File: config.mk
export PLATFORM = sky130hd
export DESIGN_NAME = mdu_seq
export DESIGN_NICKNAME = d
export VERILOG_FILES = /design/src/rtl/mdu_pkg.sv /design/src/rtl/mdu_seq.sv
export SDC_FILE = /design/constraint.sdc
export NUM_CORES = 1
export LEC_CHECK = 0
export CAP_MARGIN = 15
export CORE_ASPECT_RATIO = 0.75
export CORE_MARGIN = 3
export CORE_UTILIZATION = 25
export DETAILED_ROUTE_END_ITERATION = 16
export GPL_TIMING_DRIVEN = 0
export PLACE_DENSITY_LB_ADDON = 0.2
export SLEW_MARGIN = 20
export SYNTH_ARGS = -nofsm -noshare
export SYNTH_HDL_FRONTEND = slang
export SYNTH_SLANG_ARGS = --single-unit
File: constraint.sdc
create_clock -name clk -period 3.3 [get_ports clk]
set_clock_uncertainty 0.15 [all_clocks]
set_input_delay 0.99 -clock clk [delete_from_list [all_inputs] [get_ports clk]]
set_output_delay 0.99 -clock clk [all_outputs]
set_load 0.02 [all_outputs]
File: src/rtl/mdu_pkg.sv
// mdu_pkg: shared MDU op encoding and sequencer state for the decoder and mdu_seq.
package mdu_pkg;
    typedef enum logic [1:0] {
        MDU_MULTU = 2'b00,
        MDU_MULT  = 2'b01,
        MDU_DIVU  = 2'b10,
        MDU_DIV   = 2'b11
    } mdu_op_e;

    typedef enum logic [1:0] {
        IDLE = 2'b00,
        RUN  = 2'b01,
        FIX  = 2'b10
    } mdu_state_e;
endpackage

File: src/rtl/mdu_seq.sv
// mdu_seq: iterative radix-2 multiply/divide unit owning the HI/LO pair.
// Works on magnitudes for WIDTH cycles, then applies sign fix-up and writes HI/LO atomically.
module mdu_seq
    import mdu_pkg::*;
#(
    parameter int WIDTH = 32
) (
    input  logic             clk,
    input  logic             rst_n,
    input  logic             start,
    input  logic [1:0]       op,
    input  logic [WIDTH-1:0] a,
    input  logic [WIDTH-1:0] b,
    input  logic             abort,
    input  logic             hi_we,
    input  logic             lo_we,
    input  logic [WIDTH-1:0] wdata,
    output logic             busy,
    output logic             done,
    output logic             div_by_zero,
    output logic [WIDTH-1:0] hi,
    output logic [WIDTH-1:0] lo
);
    localparam int CW = $clog2(WIDTH);

    mdu_state_e         state_q, state_d;
    mdu_op_e            op_q, op_d;
    logic [CW-1:0]      cnt_q, cnt_d;
    logic [2*WIDTH-1:0] acc_q, acc_d;
    logic [WIDTH-1:0]   mb_q, mb_d, hi_q, hi_d, lo_q, lo_d;
    logic               sa_q, sa_d, sb_q, sb_d, done_q, done_d, dz_q, dz_d;
    logic               sa_in, sb_in, is_div, b_zero;
    logic [WIDTH:0]     msum, dtrial;
    logic [2*WIDTH-1:0] prod;
    logic [WIDTH-1:0]   rem, quo;

    always_comb begin
        sa_in  = op[0] & a[WIDTH-1];
        sb_in  = op[0] & b[WIDTH-1];
        is_div = op_q[1];
        b_zero = (mb_q == '0);
        msum   = {1'b0, acc_q[2*WIDTH-1:WIDTH]} + (acc_q[0] ? {1'b0, mb_q} : '0);
        dtrial = acc_q[2*WIDTH-1:WIDTH-1] - {1'b0, mb_q};
        prod   = (sa_q ^ sb_q) ? -acc_q : acc_q;
        // Remainder follows the dividend sign; with b == 0 this restores the raw dividend.
        rem    = sa_q ? -acc_q[2*WIDTH-1:WIDTH] : acc_q[2*WIDTH-1:WIDTH];
        quo    = b_zero ? '1 : ((sa_q ^ sb_q) ? -acc_q[WIDTH-1:0] : acc_q[WIDTH-1:0]);
        state_d = state_q;
        op_d    = op_q;
        cnt_d   = cnt_q;
        acc_d   = acc_q;
        mb_d    = mb_q;
        sa_d    = sa_q;
        sb_d    = sb_q;
        hi_d    = hi_q;
        lo_d    = lo_q;
        done_d  = 1'b0;
        dz_d    = 1'b0;
        case (state_q)
            IDLE: begin
                if (start) begin
                    op_d    = mdu_op_e'(op);
                    sa_d    = sa_in;
                    sb_d    = sb_in;
                    acc_d   = {{WIDTH{1'b0}}, (sa_in ? -a : a)};
                    mb_d    = sb_in ? -b : b;
                    cnt_d   = CW'(WIDTH - 1);
                    state_d = RUN;
                end else begin
                    hi_d = hi_we ? wdata : hi_q;
                    lo_d = lo_we ? wdata : lo_q;
                end
            end
            RUN: begin
                if (abort) begin
                    state_d = IDLE;
                end else begin
                    acc_d = is_div ? (dtrial[WIDTH] ? {acc_q[2*WIDTH-2:0], 1'b0}
                                                    : {dtrial[WIDTH-1:0], acc_q[WIDTH-2:0], 1'b1})
                                   : {msum, acc_q[WIDTH-1:1]};
                    cnt_d   = cnt_q - 1'b1;
                    state_d = (cnt_q == '0) ? FIX : RUN;
                end
            end
            FIX: begin
                state_d = IDLE;
                if (!abort) begin
                    hi_d   = is_div ? rem : prod[2*WIDTH-1:WIDTH];
                    lo_d   = is_div ? quo : prod[WIDTH-1:0];
                    done_d = 1'b1;
                    dz_d   = is_div & b_zero;
                end
            end
            default: state_d = IDLE;
        endcase
    end

    always_ff @(posedge clk or negedge rst_n) begin
        if (!rst_n) begin
            state_q <= IDLE;
            op_q    <= MDU_MULTU;
            cnt_q   <= '0;
            acc_q   <= '0;
            mb_q    <= '0;
            sa_q    <= 1'b0;
            sb_q    <= 1'b0;
            hi_q    <= '0;
            lo_q    <= '0;
            done_q  <= 1'b0;
            dz_q    <= 1'b0;
        end else begin
            state_q <= state_d;
            op_q    <= op_d;
            cnt_q   <= cnt_d;
            acc_q   <= acc_d;
            mb_q    <= mb_d;
            sa_q    <= sa_d;
            sb_q    <= sb_d;
            hi_q    <= hi_d;
            lo_q    <= lo_d;
            done_q  <= done_d;
            dz_q    <= dz_d;
        end
    end

    assign busy        = (state_q != IDLE);
    assign done        = done_q;
    assign div_by_zero = dz_q;
    assign hi          = hi_q;
    assign lo          = lo_q;
endmodule

# Word level (Yosys, flattened, before mapping)
# Cells that the tools add are included.
word_totals:
  word_cells: 74
  inputBits: 104
  out_inout_bits: 67
  register_bits: 173
classes:
  n_mux: 33
  bitwise_logic: 4
  n_reduce_logical: 10
  add_sub_neg: 8
  n_eq_ne: 8
op_table:
  columns: ["op", "n"]
  rows:
  - ["32-bit 2-to-1 mux", 14]
  - ["64-bit 2-to-1 mux", 5]
  - ["32-bit negator", 4]
  - ["32-bit case mux with 2 select lines", 2]
  - ["64-bit case mux with 2 select lines", 1]
  - ["64-bit negator", 1]
  - ["32-bit by 32-bit adder with 33-bit output", 1]
  - ["33-bit by 32-bit subtractor with 33-bit output", 1]
  - ["32-bit zero test", 1]
  - ["2-bit inequality test, second input constant", 6]
  - ["5-bit 2-to-1 mux", 2]
  - ["5-bit case mux with 2 select lines", 1]
  - ["4-bit AND reduction", 2]
  - ["2-bit 2-to-1 mux", 3]
  - ["2-bit nonzero test", 3]
  - ["5-bit zero test", 1]
  - ["5-bit by 1-bit subtractor with 5-bit output, second input constant", 1]
  - ["1-bit 2-to-1 mux", 4]
  - ["2-bit case mux with 2 select lines", 1]
  - ["1-bit bitwise AND", 3]
  - ["3-bit AND reduction", 1]
  - ["2-bit by 1-bit equality test with 1-bit output, second input constant", 1]
  - ["2-bit equality test, second input constant", 1]
  - ["2-bit zero test", 1]
  - ["2 further kinds", 2]

# Depth between registers and ports, before layout
logic_depth:
  word_depth: 6
  mapped_depth: 16
  depth_no_buf: 14

# Worst setup path after synthesis
# No wires, ideal clock.
synth_path:
  path_type: "reg2reg"
  from: "register acc_q[0]"
  to: "register acc_q[56]"
  arrival_ns: 3.032
  path_stages_with_launch: 16
  period_less_slack_ns: 3.309
  setup_slack_ns: -0.009
  t_required_ns: 3.023
  setup_time_ns: 0.127
  path_buffers: 2
  cell_sequence: "dfrtp_1 clkbuf_1 inv_1 clkbuf_1 nor2_1 ha_1 a21oi_1 nand2_1 o21ai_1 o311ai_0 a41oi_1 o21ai_2 a2111oi_0 a21oi_1 xnor2_1 o21ai_1"
synth_between:
  elab_chain_len: 5
synth_rtl:
  columns: ["item", "line_no", "rtl"]
  rows:
  - ["start: declaration", "mdu_seq.sv:29", "logic [2*WIDTH-1:0] acc_q, acc_d;"]
  - ["start signal: assignment", "mdu_seq.sv:103", "acc_q <= '0;"]
  - ["start signal: assignment", "mdu_seq.sv:115", "acc_q <= acc_d;"]
  - ["32-bit 2-to-1 mux", "mdu_seq.sv:42", "msum = {1'b0, acc_q[2*WIDTH-1:WIDTH]} + (acc_q[0] ? {1'b0, mb_q} : '0);"]
  - ["32-bit by 32-bit adder with 33-bit output", "mdu_seq.sv:42", null]
  - ["64-bit 2-to-1 mux", "mdu_seq.sv:78", "acc_d = is_div ? (dtrial[WIDTH] ? {acc_q[2*WIDTH-2:0], 1'b0}"]
  - ["64-bit 2-to-1 mux", "mdu_seq.sv:75", "if (abort) begin"]
  - ["64-bit case mux with 2 select lines", "mdu_seq.sv:59", "case (state_q)"]
# Every way passes these cells. The select of a mux whose other input is x is not followed.
# A chain may end at the register's enable or synchronous reset.

# Worst setup path in the final report
layout_path:
  from: "register acc_q[0]"
  to: "register acc_q[60]"
# Same word-level chain as after synthesis.

==> implementation parameters <==
Parameter                              Value

Drt
  Routed WL per cell ... 21.8 um
  Number of vias per cell ... 5.24
  Post-route antenna net violation count ... 0
  Via count ... approximately 15000
  Post-detailed-routing wire length ... 64.1 mm
  Detailed-route DRC error count ... 0
  Pre-Repair DR Iteration Count ... 7
  DR iter-0 viols ... between 1000 and 1500

Synthesis
  Number of flops mapped to enable cells by yosys ... 0
  Fraction of the yosys area taken by sequential cells ... 29.5%
  Synthesized cell area ... between 10000 and 15000 sq um
  Post-synthesis cell type count ... 82
  FF+latch count, synth ... approximately 170
  Post-Synthesis Cells ... 1881
  Most instantiated flip-flop cell in the synthesis netlist ... dfrtp_1
  Post-synth net total ... 2056
  Yosys Warn Count ... 0
  Async set-reset flop share out of synthesis ... 100%
  Synthesized area per cell ... 7.75 sq um

Cells and area
  Number of standard cells in the final layout excluding fillers ... 2948
  Filler cells ... roughly 6000
  Area taken by multi-input logic gates ... 10600 sq um
  Most frequent cells in the layout ... nand2_1, o21ai_0, clkdlybuf4s50_1
  Most frequent standard cell in the layout excluding fill and tap cells ... nand2_1
  Storage element area ... 4340 sq um
  Area added between synthesis and finish ... 35.4%
  End-of-flow core utilization ... 34.3%
  Fraction of layout cells with a size suffix above 1 ... between 10% and 20%
  Layout net count ... 2329

Hold path
  Hold WC Path Type ... input pin to asynchronous set/reset pin

Timing
  Setup violators final ... 5
  Setup repair after global routing missed its margin ... true
  Final worst hold slack ... roughly 0.28 ns
  Final-report hold violation count ... 0
  Relative slew margins ... 33.0%
  Achievable clock frequency ... 0.295 GHz
  Period minus WS final ... 3.39 ns
  Slew @ Worst Pin ... between 1 and 1.5 ns
  Share of the clock period used by the worst path ... 103%
  Final Worst Setup Slack ... -0.0911 ns
  Final slew viol count ... 0

Clock network
  Clock latency of the later-clocked register in the worst-skew pair ... approximately 0.48 ns
  Maximum buffer depth of the clock tree ... 2
  Total clock buffers created by CTS ... 17
  Clk sinks ... 172
  Hold buffers post-CTS ... 0
  Clock tree from TritonCTS ... done
  H-tree levels ... 4
  Cell at the root of the clock tree ... clkbuf_16
  Clock-pin slew reported for the worst setup and hold paths after clock tree synthesis ... 0.08 ns

Worst setup path
  CP Capture Type ... flop
  Biggest fanout along the worst timing path ... 3
  Path depth of the worst reg2reg path ... 15
  Reg2reg setup slack ... -0.09 ns
  CP Data Arrival Time ... 3.56 ns
  WS Path Type ... flop to flop
  Critical register-to-register path endpoint ... acc_q[60]$_DFFE_PN0P_
  Worst setup startpoint ... acc_q[0]$_DFFE_PN0P_
  Required time worst endpoint ... 3.47 ns
  Source of the worst register-to-register timing path ... acc_q[0]$_DFFE_PN0P_
  Kind of launch point of the worst setup path ... flop

Placement
  Placed cell count ... roughly 2800
  Quantity of I/O buffers inserted on ports ... 170
  Placed wire-length estimate after detailed placement ... 50.1 mm
  Setup WS pre-CTS ... -1.41 ns
  RePlAce Congestion ... 0.889

Status
  Status ... finished, violations left
  Violated checks ... setup timing

GRT
  First-pass GRT wire length ... 95.0 mm
  Maximum number of pins on one net before global-route repair ... 73
  Vias in the first global route ... ~15000
  GRT Residual Overflow ... 0
  GRT Total Usage ... 20.3%
  Initial antenna violation count ... 0

Power
  Cell Int Power ... 8.57 mW
  Part of the power in registers ... between 20% and 30%
  Static Leakage ... approximately 8.0 nW
  Combinational group share of total power ... 65.6%
  Net load switching power ... between 8 and 9 mW
  Switching fraction of total power ... 49.7%
  Ratio of total power to cell area ... 862 nW/um^2
  IR drop worst, VDD ... about 0.38 mV
  Part of the total power dissipated in the clock network ... 12.9%

Floorplan
  I/O pin count ... approximately 170
  CORE AREA ... 57500 sq um
  Die area ... ~60000 sq um
  Vertical die dimension ... roughly 220 um
  Number of rows in the core area ... 76
  Die width ... about 280 um
  Starting density of the core ... 25.4%

Run
  Maximum capacitance violations ... 0
## area by class of cell
class | count | share of cell area (%)
diodes | 1 | 0.0127
flip-flops and latches | 172 | 21.9
clock inverters | 14 | 0.804
well taps | 780 | 4.94
repair buffers | 267 | 13.0
clock buffers | 18 | 2.22
plain buffers | 99 | 2.38
inverters | 65 | 1.30
multi-input cells | 1532 | 53.4
## stage by stage
| step | total power, mW | TNS [ns] | instance area, sq um |
|---|---|---|---|
| 4_1_cts | 15.9 | -0.138 | 18900 |
| 3_5_place_dp | 12.8 | -86.95 | 17300 |
| 5_1_grt | 18.0 | -1.21 | 19800 |
| 6_report | 17.0 | -0.207 | 19800 |
| 2_1_floorplan | 9.62 | 0 | 14600 |
| 3_3_place_gp | 12.8 | -1292.87 | 17300 |
## synthesized netlist by cell type, types with 8 or more instances
cell type | instances | area, sq um
nand3_1 | 18 | 90.1
nor2_1 | 164 | 616
a31oi_1 | 21 | 131
clkbuf_1 | 90 | 338
a22oi_1 | 14 | 105
or3_1 | 14 | 87.6
nor3_1 | 38 | 190
o31ai_1 | 16 | 120
o211ai_1 | 11 | 82.6
nand2b_1 | 17 | 106
buf_1 | 8 | 30.0
o21ai_0 | 237 | 1190
inv_1 | 65 | 244
nand2_1 | 267 | 1000
nor2b_1 | 16 | 100
o21a_1 | 11 | 82.6
xnor2_1 | 96 | 841
nand4_1 | 17 | 106
o21ai_1 | 23 | 115
ha_1 | 69 | 863
and2_1 | 13 | 81.3
and3_1 | 9 | 56.3
xor2_1 | 79 | 692
a21oi_1 | 133 | 666
a211oi_1 | 13 | 97.6
mux2i_1 | 54 | 541
a21o_1 | 18 | 135
dfrtp_1 | 172 | 4300
o22ai_1 | 32 | 200
nor4_1 | 18 | 113
o41ai_1 | 9 | 78.8
## what timing repair did
action / 4_1_cts / 5_1_grt
buffers inserted: 48 / 47
pin swaps: 54 / 62
gates resized for setup: 159 / 145
cloned: 1 / 1
endpoints found under the setup margin: 95 / 116
## routing by layer
| metal | wire length (um) | part of all wire, % | track usage, % | vias up |
|---|---|---|---|---|
| li1 | - | - | - | 7232 |
| met2 | 26000 | 41 | 28.3 | 520 |
| met5 | 0 | 0 | 0 | - |
| met4 | 1060 | 1.7 | 4.01 | 0 |
| met1 | 32100 | 50 | 30.8 | 7617 |
| met3 | 4920 | 7.7 | 5.61 | 69 |
## worst max-delay path by stage
stage / endpoint / slack, ns / cells after the start
6_report: acc_q[60]$_DFFE_PN0P_ / -0.09 / 15
5_1_grt: acc_q[63]$_DFFE_PN0P_ / -0.14 / 17
4_1_cts: acc_q[62]$_DFFE_PN0P_ / -0.05 / 14
3_5_place_dp: acc_q[2]$_DFFE_PN0P_ / -1.41 / 6
3_3_place_gp: acc_q[8]$_DFFE_PN0P_ / -7.00 / 1
2_1_floorplan: acc_q[56]$_DFFE_PN0P_ / 0.1 / 15
## cells by family after synthesis
group / count (synthesis) / share of synthesized area [%]
mux: 56 / 3.86
flops: 172 / 29.5
xor+xnor: 175 / 10.5
compound gates: 595 / 24.5
buf+inv: 177 / 4.98
fa+ha+maj: 71 / 6.19
simple gates: 635 / 20.4
## worst max-delay path: stages, from the launching register on
cell and delay, ns:
dfrtp_2 0.43, buf_6 0.13, buf_4 0.15, nand2_4 0.06, inv_2 0.05, ha_4 0.27
a211oi_2 0.07, nor2_2 0.20, o21ai_4 0.10, o31a_1 0.40, nor4b_4 0.45, o311ai_4 0.17
a21oi_2 0.21, buf_4 0.14, xnor2_1 0.10, o221ai_1 0.13
## power groups by stage
stage                     Clock, mW  Sequential (mW)  Combinational, mW
after global placement            0             3.67               9.09
after global routing           2.29             3.73               12.0
after detailed placement          0             3.67               9.13
after floorplan                   0             3.49               6.13
final                          2.19             3.66               11.2
after CTS                      2.23             3.62               10.1
## state kept, by name, summed over array words and instances (netlist names)
name,count
op_q,1
hi,32
cnt_q,5
acc_q,64
lo,32
sa_q,1
state_q,2
done,1
div_by_zero,1
mb_q,32
sb_q,1
Note: power is estimated with default switching activity, not from simulation.
